`src/rtl/alarm_controller_if.sv`:
```
// Signal bundle between the alarm controller and its neighbours.
// The bundle carries the tick and time inputs, the alarm time, and the arm/snooze/stop controls.
// It also carries the sound enable, the state and the snooze count back out.
// master: the timekeeping/button side (drives the inputs, observes the outputs).
// slave:  the alarm controller itself.
interface alarm_controller_if;
  logic       tick_1hz;
  logic [4:0] cur_hour;
  logic [5:0] cur_min;
  logic [5:0] cur_sec;
  logic [4:0] alm_hour;
  logic [5:0] alm_min;
  logic       arm;
  logic       snooze_btn;
  logic       stop_btn;
  logic       sound_en;
  logic [1:0] state;
  logic [2:0] snooze_cnt;

  modport master (
    output tick_1hz, cur_hour, cur_min, cur_sec, alm_hour, alm_min,
           arm, snooze_btn, stop_btn,
    input  sound_en, state, snooze_cnt
  );

  modport slave (
    input  tick_1hz, cur_hour, cur_min, cur_sec, alm_hour, alm_min,
           arm, snooze_btn, stop_btn,
    output sound_en, state, snooze_cnt
  );
endinterface

```
`src/rtl/alarm_controller.sv`:
```
// Alarm sequencer: arms, rings on a time match, snoozes, auto-silences and drives the tone enable.
// Latency: 1 clk from a qualifying input cycle to the state/sound_en change.
// Backpressure: none; all inputs are strobes or levels and are consumed in the cycle they are seen.
// Ports:
//   clk    - system clock, all logic on posedge
//   reset  - synchronous active-high reset, overrides every other input
//   bus    - slave side of alarm_controller_if (time, alarm time, controls in;
//            sound_en, state, snooze_cnt out)
module alarm_controller #(
  parameter int RING_TIMEOUT_SEC = 60,  // 1..255
  parameter int SNOOZE_SEC       = 300, // 1..1023
  parameter int MAX_SNOOZE       = 3    // 0..7
) (
  input  logic               clk,
  input  logic               reset,
  alarm_controller_if.slave  bus
);

  typedef enum logic [1:0] {
    DISARMED = 2'd0,
    ARMED    = 2'd1,
    RINGING  = 2'd2,
    SNOOZE   = 2'd3
  } state_t;

  localparam logic [7:0] RING_LAST  = 8'(RING_TIMEOUT_SEC - 1);
  localparam logic [9:0] SNZ_LAST   = 10'(SNOOZE_SEC - 1);
  localparam logic [2:0] SNZ_LIMIT  = 3'(MAX_SNOOZE);

  state_t     st_q;
  logic       sound_q;
  logic [2:0] snz_used_q;
  logic [7:0] ring_cnt;
  logic [9:0] snz_timer;
  logic       match;

  // The seconds==0 term confines the match to the first tick of the alarm
  // minute, so an event cannot retrigger within that minute.
  assign match = bus.tick_1hz
               & (bus.cur_hour == bus.alm_hour)
               & (bus.cur_min  == bus.alm_min)
               & (bus.cur_sec  == 6'd0);

  assign bus.state      = st_q;
  assign bus.sound_en   = sound_q;
  assign bus.snooze_cnt = snz_used_q;

  // sound_en is written alongside every transition so that it always equals
  // (next state == RINGING) without a separate decode stage.
  always_ff @(posedge clk) begin
    if (reset) begin
      st_q       <= DISARMED;
      sound_q    <= 1'b0;
      snz_used_q <= 3'd0;
      ring_cnt   <= 8'd0;
      snz_timer  <= 10'd0;
    end else if (!bus.arm) begin
      // Disarm beats every other event in every state.
      st_q       <= DISARMED;
      sound_q    <= 1'b0;
      snz_used_q <= 3'd0;
      ring_cnt   <= 8'd0;
      snz_timer  <= 10'd0;
    end else begin
      case (st_q)
        DISARMED: begin
          st_q    <= ARMED;
          sound_q <= 1'b0;
        end

        ARMED: begin
          if (match) begin
            st_q       <= RINGING;
            sound_q    <= 1'b1;
            ring_cnt   <= 8'd0;
            snz_used_q <= 3'd0;
          end
        end

        RINGING: begin
          if (bus.stop_btn) begin
            st_q    <= ARMED;
            sound_q <= 1'b0;
          end else if (bus.snooze_btn && (snz_used_q < SNZ_LIMIT)) begin
            st_q       <= SNOOZE;
            sound_q    <= 1'b0;
            snz_timer  <= 10'd0;
            snz_used_q <= snz_used_q + 3'd1;
          end else if (bus.tick_1hz) begin
            // An exhausted snooze press falls through to here, so ringing
            // keeps counting toward auto-silence.
            if (ring_cnt == RING_LAST) begin
              st_q    <= ARMED;
              sound_q <= 1'b0;
            end else begin
              ring_cnt <= ring_cnt + 8'd1;
            end
          end
        end

        SNOOZE: begin
          if (bus.stop_btn) begin
            st_q    <= ARMED;
            sound_q <= 1'b0;
          end else if (bus.tick_1hz) begin
            if (snz_timer == SNZ_LAST) begin
              st_q     <= RINGING;
              sound_q  <= 1'b1;
              ring_cnt <= 8'd0;
            end else begin
              snz_timer <= snz_timer + 10'd1;
            end
          end
        end

        default: begin
          st_q    <= DISARMED;
          sound_q <= 1'b0;
        end
      endcase
    end
  end

endmodule

```
`src/flat_wrapper.sv`:
```
// flat-port wrapper written by rule: the top's interface ports become plain ports
module alarm_controller_flat 
#(
  parameter int RING_TIMEOUT_SEC = 60,           
  parameter int SNOOZE_SEC       = 300,           
  parameter int MAX_SNOOZE       = 3           
)
  (clk, reset, bus_tick_1hz, bus_cur_hour, bus_cur_min, bus_cur_sec, bus_alm_hour, bus_alm_min, bus_arm, bus_snooze_btn, bus_stop_btn, bus_sound_en, bus_state, bus_snooze_cnt);
  alarm_controller_if bus_i ();
  input  logic clk;
  input  logic reset;
  input wire logic [$bits(bus_i.tick_1hz)-1:0] bus_tick_1hz;
  input wire logic [$bits(bus_i.cur_hour)-1:0] bus_cur_hour;
  input wire logic [$bits(bus_i.cur_min)-1:0] bus_cur_min;
  input wire logic [$bits(bus_i.cur_sec)-1:0] bus_cur_sec;
  input wire logic [$bits(bus_i.alm_hour)-1:0] bus_alm_hour;
  input wire logic [$bits(bus_i.alm_min)-1:0] bus_alm_min;
  input wire logic [$bits(bus_i.arm)-1:0] bus_arm;
  input wire logic [$bits(bus_i.snooze_btn)-1:0] bus_snooze_btn;
  input wire logic [$bits(bus_i.stop_btn)-1:0] bus_stop_btn;
  output wire logic [$bits(bus_i.sound_en)-1:0] bus_sound_en;
  output wire logic [$bits(bus_i.state)-1:0] bus_state;
  output wire logic [$bits(bus_i.snooze_cnt)-1:0] bus_snooze_cnt;
  assign bus_i.tick_1hz = bus_tick_1hz;
  assign bus_i.cur_hour = bus_cur_hour;
  assign bus_i.cur_min = bus_cur_min;
  assign bus_i.cur_sec = bus_cur_sec;
  assign bus_i.alm_hour = bus_alm_hour;
  assign bus_i.alm_min = bus_alm_min;
  assign bus_i.arm = bus_arm;
  assign bus_i.snooze_btn = bus_snooze_btn;
  assign bus_i.stop_btn = bus_stop_btn;
  assign bus_sound_en = bus_i.sound_en;
  assign bus_state = bus_i.state;
  assign bus_snooze_cnt = bus_i.snooze_cnt;
  alarm_controller #(.RING_TIMEOUT_SEC(RING_TIMEOUT_SEC), .SNOOZE_SEC(SNOOZE_SEC), .MAX_SNOOZE(MAX_SNOOZE)) u_core (.clk(clk), .reset(reset), .bus(bus_i));
endmodule
```
`config.mk`:
```
export PLATFORM = sky130hd
export DESIGN_NAME = alarm_controller_flat
export DESIGN_NICKNAME = d
export VERILOG_FILES = /design/src/rtl/alarm_controller_if.sv /design/src/rtl/alarm_controller.sv /design/src/flat_wrapper.sv
export SDC_FILE = /design/constraint.sdc
export NUM_CORES = 1
export LEC_CHECK = 0
export ABC_AREA = 1
export BUFFER_PORTS_ARGS = -buffer_cell sky130_fd_sc_hd__buf_2
export CORE_MARGIN = 2
export CORE_UTILIZATION = 58
export CTS_CLUSTER_DIAMETER = 200
export DETAILED_ROUTE_END_ITERATION = 8
export GPL_TIMING_DRIVEN = 0
export PLACE_DENSITY = 0.85
export SYNTH_ARGS = -nofsm -noshare
export SYNTH_HDL_FRONTEND = slang
export SYNTH_SLANG_ARGS = --single-unit
```
`constraint.sdc`:
```
create_clock -name clk -period 3.51 [get_ports clk]
set_input_delay 0.351 -clock clk [delete_from_list [all_inputs] [get_ports clk]]
set_output_delay 0.351 -clock clk [all_outputs]
set_load 0.05 [all_outputs]
```
==> results.cfg <==
[yosys]
synth-async-reset-ratio_pct = 0
synthCells = 289
synthFlopType = dfxtp_1
synth_fp_nets = 326
post-synth-top-count-cell = nand2_1
synth_area_per_cell_sq_um = 6.01
synth_top_area_share_pct = 27.7
synth_common_cells = nand2_1, nor2_1, inv_1
synth_edf_count = 0
synth.largest_area_cell = dfxtp_1
yosysUniqueCellTypes = 27
synth_area_leaders = dfxtp_1, nand2_1, nor2_1, nand3_1, inv_1
yosys_warnings = 0
synth_area_sq_um = 1740
ys_seq_elements = 24
ys_seq_area_share_pct = 27.7

[layout]
instances_no_fill = 363
fin_area_sq_um = 2020
postLayoutCoreUtil_pct = 72.1
fin_nets = 370
drive_gt1_share_pct = 20.5
area_growth_pct = 16.5
diodes = 0

[sta]
worst_pin_slew_ns = 0.544
rsz0062_at_grt = false
fmax_mhz = 572
slew_headroom_pct = 63.7
slew_viol_final = 0
finalSetupViolations = 0
timing.setup.tns_ns = 0
hold_slack_ns = 0.271
min_period_over_period_pct = 49.8
fin_skew_ns = 0.00271
hold_viol = 0
post-route-min-period_ns = 1.75

[floorplan]
rows = 19
dieArea_sq_um = 3450
die_w_um = 58.7
num_io_pins = 40
chipHeight_um = 58.7
core-area_sq_um = 2810
start_util_pct = 61.9

[cts]
root_buffer = clkbuf_4
htreeDepth = 1
cts_max_path_buffers = 2
clkTransAtPathRegs_ns = 0.14
cts_tree = yes
cts_sinks = 24
cts_resized = 0
cts_hold_buf = 0
clk_latency_ns = 0.33
numCtsBuffers = 3
post-cts-setup-buffers = 0

[critical_path]
crit_type = register to register
worstPathMaxFanout = 10
cp-end-kind = register
critical_path_required_ns = 3.76
critPathLaunch = u_core.snz_timer[0]$_SDFFE_PP0P_
rr_startpoint = u_core.snz_timer[0]$_SDFFE_PP0P_
cp.arrival_ns = 2.00
cp-start-kind = register

[route]
via_per_inst = 5.10
drt_iter0_markers = 137
avgRoutedWirePerCell_um = 10.2
drcViolationCount = 0
dr_total_vias = 1852
dr.pass1.iters = 4
wirelength_um = 3690
ant_nets = 0

[hold_path]
hp-start = reset
min_path_type = input port to register

[run]
drv_cap = 0

[run_status]
outcome = finished clean

[placed_design]
placed_area_sq_um = 1970
gp_congestion = 0.884
io_buffers = 39
dp_hpwl_um = 2830
dp_cells = 359

[pwr]
seqPwrFrac_pct = 46.3
internal_power_w = 0.000445
pwr-share-clk_pct = 34.1
power.density_nw_per_um2 = 304
power.switching_w = 0.000170
switching_share_pct = 27.6
peakVddDrop_uv = 196
p_comb_share_pct = 19.6
p_leak_nw = 0.959

[grt]
overflow = 0
grt_pass1_vias = 1653
grt_pass1_wl_um = 6430
grt_usage_pct = 23.7
grt_max_degree = 15
antenna_found_initial = 0
==> per-stage QoR <==
step	total power (W)	setup slack [ns]
global route	0.000646	1.60
global placement	0.000408	1.81
CTS	0.000619	1.75
floorplan	0.000372	1.79
finish	0.000615	1.76
detailed placement	0.000411	1.77
==> final cells by class <==
type / count / area, sq um
sequential: 24 / 480
clock buffer: 3 / 22.5
buffer: 6 / 60.1
multi-input combinational: 214 / 1030
tap: 31 / 38.8
fill: 256 / 782
clock inverter: 1 / 30.0
timing repair buffer: 39 / 195
inverter: 45 / 169
==> cell usage in the layout, fill, tap and decap left out, types with 4 or more instances in the layout <==
cell	n
o21ai_1	5
dfxtp_1	24
o21ai_0	5
inv_1	39
buf_6	5
inv_2	6
nand2_2	5
nand2_1	79
a21oi_1	16
nor2_1	45
nand3_1	30
a21oi_2	4
nand4_1	4
xnor2_1	4
buf_2	39
==> flip-flops by register name (all words and copies together), names as in the netlist <==
name                   count
u_core.ring_cnt            8
u_core.bus.sound_en        1
u_core.bus.snooze_cnt      3
u_core.snz_timer          10
u_core.bus.state           2
==> path summary, 6_finish.rpt <==
| path | to | slack [ns] | depth (start not counted) |
|---|---|---|---|
| worst max-delay path | u_core.ring_cnt[5]$_SDFFE_PP0P_ | 1.76 | 11 |
| worst min-delay path | u_core.bus.sound_en$_SDFFE_PP0P_ | 0.27 | 4 |
| worst max register to register | u_core.ring_cnt[5]$_SDFFE_PP0P_ | 1.76 | 11 |
| worst min register to register | u_core.bus.sound_en$_SDFFE_PP0P_ | 0.46 | 2 |
==> worst max-delay path, stage by stage, from the launching register on <==
cell and delay (ns):
dfxtp_1 0.41, ha_1 0.26, nand2_1 0.07, nor2_1 0.10, nand3_1 0.13, nand2_1 0.10
nand2_2 0.07, nor2_4 0.18, buf_6 0.17, nand3_1 0.08, nand2_1 0.06, nor2_1 0.04
==> power groups by stage <==
stage | clock, W | sequential [W] | combinational (W)
global route | 0.000224 | 0.000285 | 0.000137
floorplan | 0 | 0.000296 | 0.0000766
detailed placement | 0 | 0.000290 | 0.000120
finish | 0.000210 | 0.000284 | 0.000121
CTS | 0.000214 | 0.000284 | 0.000121
global placement | 0 | 0.000290 | 0.000118
==> routing by layer <==
| layer | up-vias | routed length, um | global-route usage, % |
|---|---|---|---|
| met1 | 798 | 1770 | 27.5 |
| met2 | 47 | 1720 | 43.3 |
| met3 | 11 | 137 | 3.52 |
| li1 | 996 | - | - |
| met4 | 0 | 62 | 9.09 |
| met5 | - | 0 | 0 |
==> logic make-up (layout without fill, tap and decap cells) <==
family                   Yosys count  count (layout)  synth area share (%)
adder cells (fa/ha/maj)            3               3                  2.16
flip-flops                        24              24                  27.7
AND/OR/NAND/NOR                  174             174                  44.2
buffers and inverters             51              94                  13.2
AO/OA/AOI/OAI                     33              33                  10.8
XOR/XNOR                           4               4                  2.02
(Power assumes the default switching activity.)
